==> config.mk <==
export PLATFORM = sky130hd
export DESIGN_NAME = uart_tx_scheduler
export DESIGN_NICKNAME = d
export VERILOG_FILES = /design/src/rtl/uart_ctrl_pkg.sv /design/src/rtl/rr_arbiter.sv /design/src/rtl/uart_tx_scheduler.sv
export SDC_FILE = /design/constraint.sdc
export NUM_CORES = 1
export LEC_CHECK = 0
export ABC_AREA = 0
export BUFFER_PORTS_ARGS = -buffer_cell sky130_fd_sc_hd__buf_2
export CELL_PAD_IN_SITES_DETAIL_PLACEMENT = 0
export CELL_PAD_IN_SITES_GLOBAL_PLACEMENT = 2
export CORE_MARGIN = 1
export CORE_UTILIZATION = 29
export CTS_BUF_LIST = sky130_fd_sc_hd__clkbuf_4 sky130_fd_sc_hd__clkbuf_8
export CTS_CLUSTER_DIAMETER = 100
export DETAILED_ROUTE_END_ITERATION = 10
export GPL_ROUTABILITY_DRIVEN = 1
export GPL_TIMING_DRIVEN = 0
export PLACE_DENSITY = 0.77
export SLEW_MARGIN = 10
export SYNTH_ARGS = -nofsm -noshare
export SYNTH_HDL_FRONTEND = slang
export SYNTH_SLANG_ARGS = --single-unit
==> constraint.sdc <==
create_clock -name clk -period 1.9 [get_ports clk]
set_input_delay 0.095 -clock clk [delete_from_list [all_inputs] [get_ports clk]]
set_output_delay 0.095 -clock clk [all_outputs]
set_load 0.005 [all_outputs]
==> src/rtl/uart_ctrl_pkg.sv <==
// Shared types for the UART transmit control path: scheduler state encoding
// and the byte width used by every byte-stream interface.
package uart_ctrl_pkg;

  localparam int UART_BYTE_W = 8;

  typedef enum logic [2:0] {
    IDLE    = 3'd0,
    FETCH   = 3'd1,
    LAUNCH  = 3'd2,
    WAIT_HI = 3'd3,
    WAIT_LO = 3'd4
  } tx_sched_state_t;

endpackage

==> src/rtl/rr_arbiter.sv <==
// Combinational round-robin arbiter: grants the first requester strictly after
// last_grant, wrapping around, as a one-hot vector plus its index.
module rr_arbiter #(
  parameter  int N   = 2,
  localparam int IDW = $clog2(N)
) (
  input  logic [N-1:0]   req,
  input  logic [IDW-1:0] last_grant,
  output logic [N-1:0]   gnt,
  output logic [IDW-1:0] gnt_id
);

  logic found;

  // Two passes: indices above last_grant first, then the wrapped low half.
  always_comb begin
    gnt    = '0;
    gnt_id = '0;
    found  = 1'b0;
    for (int i = 0; i < N; i++) begin
      if (!found && req[i] && (IDW'(i) > last_grant)) begin
        found  = 1'b1;
        gnt[i] = 1'b1;
        gnt_id = IDW'(i);
      end
    end
    for (int i = 0; i < N; i++) begin
      if (!found && req[i] && (IDW'(i) <= last_grant)) begin
        found  = 1'b1;
        gnt[i] = 1'b1;
        gnt_id = IDW'(i);
      end
    end
  end

endmodule

==> src/rtl/uart_tx_scheduler.sv <==
// Frame-atomic round-robin scheduler sharing one UART TX byte engine between
// NUM_REQ requesters, with CTS flow control and a saturating stall monitor.
module uart_tx_scheduler
  import uart_ctrl_pkg::*;
#(
  parameter  int          NUM_REQ         = 2,
  parameter  int          CTS_SYNC_STAGES = 2,
  parameter  logic [15:0] STALL_LIMIT     = 16'd50000,
  localparam int          IDW             = $clog2(NUM_REQ)
) (
  input  logic                           clk,
  input  logic                           rst_n,
  input  logic [NUM_REQ-1:0]             req_valid,
  input  logic [NUM_REQ*UART_BYTE_W-1:0] req_data,
  input  logic [NUM_REQ-1:0]             req_last,
  output logic [NUM_REQ-1:0]             req_ready,
  output logic                           tx_start,
  output logic [UART_BYTE_W-1:0]         tx_data,
  input  logic                           tx_busy,
  input  logic                           uart_cts_n,
  output logic                           grant_active,
  output logic [IDW-1:0]                 grant_id,
  output logic                           frame_start,
  output logic                           frame_end,
  output logic                           cts_stall,
  output tx_sched_state_t                dbg_state_o
);

  tx_sched_state_t              state_q;
  logic [IDW-1:0]               grant_id_q, last_grant_q;
  logic                         grant_active_q, is_last_q, first_q;
  logic                         tx_start_q, frame_start_q;
  logic [UART_BYTE_W-1:0]       tx_data_q;
  logic [15:0]                  stall_cnt_q, stall_cnt_d;
  logic [CTS_SYNC_STAGES-1:0]   cts_sync_q;

  logic [NUM_REQ-1:0]           arb_gnt;
  logic [IDW-1:0]               arb_id;
  logic [UART_BYTE_W-1:0]       req_bytes [NUM_REQ];
  logic                         own_valid, own_last, cts_ok, handshake;
  logic [UART_BYTE_W-1:0]       own_data;

  rr_arbiter #(.N(NUM_REQ)) u_arb (
    .req        (req_valid),
    .last_grant (last_grant_q),
    .gnt        (arb_gnt),
    .gnt_id     (arb_id)
  );

  always_comb begin
    for (int i = 0; i < NUM_REQ; i++) begin
      req_bytes[i] = req_data[i*UART_BYTE_W +: UART_BYTE_W];
    end
  end

  assign own_valid = req_valid[grant_id_q];
  assign own_last  = req_last[grant_id_q];
  assign own_data  = req_bytes[grant_id_q];
  assign cts_ok    = ~cts_sync_q[CTS_SYNC_STAGES-1];

  // Handshake: a byte moves when the owner's req_valid and our req_ready are
  // both high on a rising edge; ready only ever appears in FETCH for the owner.
  assign handshake = (state_q == FETCH) && own_valid && cts_ok;

  always_comb begin
    req_ready           = '0;
    req_ready[grant_id_q] = handshake;
  end

  // Completion is reported in the very cycle busy is seen low, hence decoded.
  assign frame_end    = (state_q == WAIT_LO) && !tx_busy && is_last_q;
  assign tx_start     = tx_start_q;
  assign frame_start  = frame_start_q;
  assign tx_data      = tx_data_q;
  assign grant_active = grant_active_q;
  assign grant_id     = grant_id_q;
  assign cts_stall    = (stall_cnt_q >= STALL_LIMIT);
  assign dbg_state_o  = state_q;

  // Synchronizer resets to "CTS deasserted" so nothing launches before it fills.
  always_ff @(posedge clk) begin
    if (!rst_n) cts_sync_q <= '1;
    else        cts_sync_q <= {cts_sync_q[CTS_SYNC_STAGES-2:0], uart_cts_n};
  end

  always_comb begin
    stall_cnt_d = stall_cnt_q;
    if (handshake) begin
      stall_cnt_d = '0;
    end else if ((state_q == FETCH) && own_valid && !cts_ok && (stall_cnt_q != 16'hFFFF)) begin
      stall_cnt_d = stall_cnt_q + 16'd1;
    end
  end

  always_ff @(posedge clk) begin
    if (!rst_n) stall_cnt_q <= '0;
    else        stall_cnt_q <= stall_cnt_d;
  end

  always_ff @(posedge clk) begin
    if (!rst_n) begin
      state_q        <= IDLE;
      grant_id_q     <= '0;
      last_grant_q   <= IDW'(NUM_REQ - 1);
      grant_active_q <= 1'b0;
      is_last_q      <= 1'b0;
      first_q        <= 1'b0;
      tx_start_q     <= 1'b0;
      frame_start_q  <= 1'b0;
      tx_data_q      <= '0;
    end else begin
      tx_start_q    <= 1'b0;
      frame_start_q <= 1'b0;
      case (state_q)
        IDLE: begin
          if (|arb_gnt) begin
            grant_id_q     <= arb_id;
            grant_active_q <= 1'b1;
            first_q        <= 1'b1;
            state_q        <= FETCH;
          end
        end
        FETCH: begin
          if (handshake) begin
            tx_data_q     <= own_data;
            is_last_q     <= own_last;
            tx_start_q    <= 1'b1;
            frame_start_q <= first_q;
            first_q       <= 1'b0;
            state_q       <= LAUNCH;
          end
        end
        LAUNCH: state_q <= WAIT_HI;
        WAIT_HI: begin
          if (tx_busy) state_q <= WAIT_LO;
        end
        WAIT_LO: begin
          if (!tx_busy) begin
            if (is_last_q) begin
              last_grant_q   <= grant_id_q;
              grant_active_q <= 1'b0;
              state_q        <= IDLE;
            end else begin
              state_q <= FETCH;
            end
          end
        end
        default: state_q <= IDLE;
      endcase
    end
  end

endmodule

==> metrics.md <==
| Metric | Value |
|---|---|
| Syn Inst Count | `214` |
| Diodes inserted | `0` |
| Hpwl dp | `3.31 mm` |
| Initial core utilization | `30.7%` |
| Synth top area cells | `dfxtp_1 39%, mux2i_1 9.7%, a211oi_1 5.3%` |
| Asr flop ratio synth | `0%` |
| Total power | `1.55 mW` |
| Final Max Tran Viols | `0` |
| Final-report hold violation count | `0` |
| Residual DRC | `0` |
| DIE AREA | `0.00671 mm²` |
| Row Count | `28` |
| Top_reg_cell synth | `dfxtp_1` |
| Yosys warnings | `0` |
| P_leak | `0.941 nW` |
| Final GP Congestion | `0.742` |
| Number of flops mapped to enable cells by yosys | `0` |
| CTS Buf Count | `5` |
| Fmax | `536 MHz` |
| Area growth syn-to-layout | `30.7%` |
| Share of layout cells above drive strength 1 | `34.6%` |
| Setup Viol. Count Final | `0` |
| Die Span X | `81.9 µm` |
| Critical Path RT | `2100 ps` |
| CTS Root Cell | `clkbuf_8` |
| Uppermost layer routed | `met4` |
| PortBufs | `42` |
| WL met1 | `2.23 mm` |
| Commonest cells in the netlist | `36 x dfxtp_1, 23 x nand2_1, 18 x mux2i_1` |
| Hold Crit Start | `rst_n` |
| Startpoint types | `flop` |
| Clock Sinks | `36` |
| Initial DRT Pass Iterations | `4` |
| Vias per cell | `5.15` |
| Routed met2 length | `2.18 mm` |
| Final min period | `1870 ps` |
| Vias in the first global route | `1533` |
| Reg2reg setup slack | `30 ps` |
| Reg2reg start | `dbg_state_o[1]` |
| DR iter-0 viols | `67` |
| Post-synthesis cell area | `0.00185 mm²` |
| CP Launch Point | `dbg_state_o[1]` |
| Critical Path AT | `2060 ps` |
| Initial antenna violation count | `0` |
| Routed Antenna Nets | `0` |
| Rel. slew slack | `68.5%` |
| DRT Wirelength | `4.73 mm` |
| Post-synth net total | `240` |
| Deepest clock path buffer count | `2` |
| Tcrit/Tclk final | `98.2%` |
| Setup CP Type | `flop to flop` |
| Hold Path Class | `input pin to flop` |
| Syn_area_per_cell | `8.65 µm²` |
| Crit-path max FO | `10` |
| P per Cell Area | `638 mW/mm²` |
| First-pass GRT wire length | `7.55 mm` |
| Unique masters post-synth | `42` |
| Total gr overflow | `0` |
| Reg2reg path depth | `6` |
| Setup crit end kind | `flop` |
| Core Box Area | `0.00603 mm²` |
| Util after Layout | `40.2%` |
| Synth area leader | `dfxtp_1` |
| Worst-Margin Slew | `473 ps` |
| Yosys top cell area share | `38.9%` |
| Reg clk slew, reported paths | `80 ps` |
| Met3 WL post-DR | `247 µm` |
| Die height | `81.9 µm` |
| Most frequent cell after synthesis | `dfxtp_1` |
| Cell depth of the worst min-delay path | `2` |
| Num ports | `43` |
| Worst clock skew | `9.54 ps` |
| Status | `complete, no violations` |
| Unrepaired setup endpoints after global routing | `yes` |
| WL/cell | `13.8 µm` |
| Latest clock arrival within the worst-skew pair | `300 ps` |
| GRT Overall Usage | `14.9%` |
| Max-cap viol count | `0` |
| Flops & latches, synth | `36` |
| VDD IR max | `0.000306 V` |
| Sequential area share after synthesis | `38.9%` |
| Nets@finish | `294` |
| Via count | `1773` |
| CTS tree | `done` |
| H-tree depth | `2` |
| Largest net degree at the start of global routing | `13` |
| Final hold slack | `38.7 ps` |
-- worst max-delay path, stage by stage (launching register included) --
cell      delay, ps
dfxtp_1         310
buf_2           160
or3b_4          440
o31ai_2         320
clkbuf_8        240
nor2_1           40
mux2_2          250
-- where the power goes --
group          leakage (nW)  internal, mW  switching (mW)
Clock                0.0479         0.256           0.305
Sequential            0.293         0.774          0.0144
Combinational         0.600        0.0852           0.111
-- metrics by stage --
| stage | setup TNS [ps] | cell area [µm²] | worst slack (ps) | cells |
|---|---|---|---|---|
| 2_1_floorplan | 0 | 1850 | 121 | 214 |
| 3_3_place_gp | -1930 | 2160 | -247 | 331 |
| 3_5_place_dp | -2340 | 2160 | -255 | 331 |
| 4_1_cts | 0 | 2350 | 9.82 | 343 |
| 5_1_grt | -85.6 | 2420 | -52.0 | 344 |
| 6_report | 0 | 2420 | 33.4 | 344 |
-- cell usage in the layout (no fill, tap or decap), types with 2 or more instances in the layout --
cell / Yosys / routed
clkbuf_8: 1 / 6
a21oi_1: 14 / 13
nor3_4: 0 / 3
o31ai_1: 5 / 4
a311oi_1: 2 / 2
clkbuf_4: 0 / 2
nor3_1: 7 / 5
buf_2: 5 / 45
a41oi_1: 2 / 2
buf_4: 0 / 5
clkinv_2: 0 / 2
and2_1: 3 / 3
and3_1: 2 / 2
nand2_1: 23 / 22
dfxtp_2: 0 / 5
mux2i_1: 18 / 17
or4_1: 5 / 4
and3_2: 2 / 2
dfxtp_1: 36 / 31
nand2b_1: 7 / 7
nor2_1: 14 / 13
clkbuf_2: 0 / 2
nand3_1: 7 / 6
o21ai_0: 5 / 5
a32oi_1: 2 / 2
nor4_1: 3 / 3
inv_1: 11 / 11
a211oi_1: 13 / 13
-- final timing paths --
check	end
worst max-delay path	stall_cnt_q[8]
worst min-delay path	last_grant_q
worst max register to register	stall_cnt_q[8]
worst min register to register	cts_sync_q[1]
-- layout make-up --
cell class / count / area, µm²
timing repair buffer: 47 / 250
tap: 75 / 93.8
inverter: 11 / 41.3
clock inverter: 3 / 18.8
multi-input combinational: 156 / 1140
fill: 619 / 3600
buffer: 11 / 76.3
sequential: 36 / 727
clock buffer: 5 / 68.8
-- metal layers --
layer	track usage [%]	vias to the layer above
met2	24.2	36
li1	-	894
met5	0	-
met4	5.79	0
met3	3.56	8
met1	18.8	835
-- flip-flops by register name (all words and copies together), names as in the netlist, 2 cells and up --
register     count
tx_data          8
dbg_state_o      3
cts_sync_q       2
stall_cnt_q     16
-- logic make-up (layout without fill, tap and decap cells) --
logic type | count (synthesis) | count (layout) | synth area share [%]
buffers and inverters | 22 | 77 | 5.74
adders and majority gates | 2 | 2 | 1.35
and+or+nand+nor | 84 | 84 | 24.7
muxes | 20 | 20 | 10.9
AOI/OAI and AO/OA | 50 | 50 | 18.3
DFF | 36 | 36 | 38.9
-- repair_timing --
item                                    CTS  global route
gates resized for setup                  18            19
pin swaps                                 3             3
endpoints found under the setup margin   15            17
hold buffers                              1             0
buffers inserted                          3             1
endpoints found under the hold margin     1             0
No activity file was read; power rests on OpenSTA's default activity.
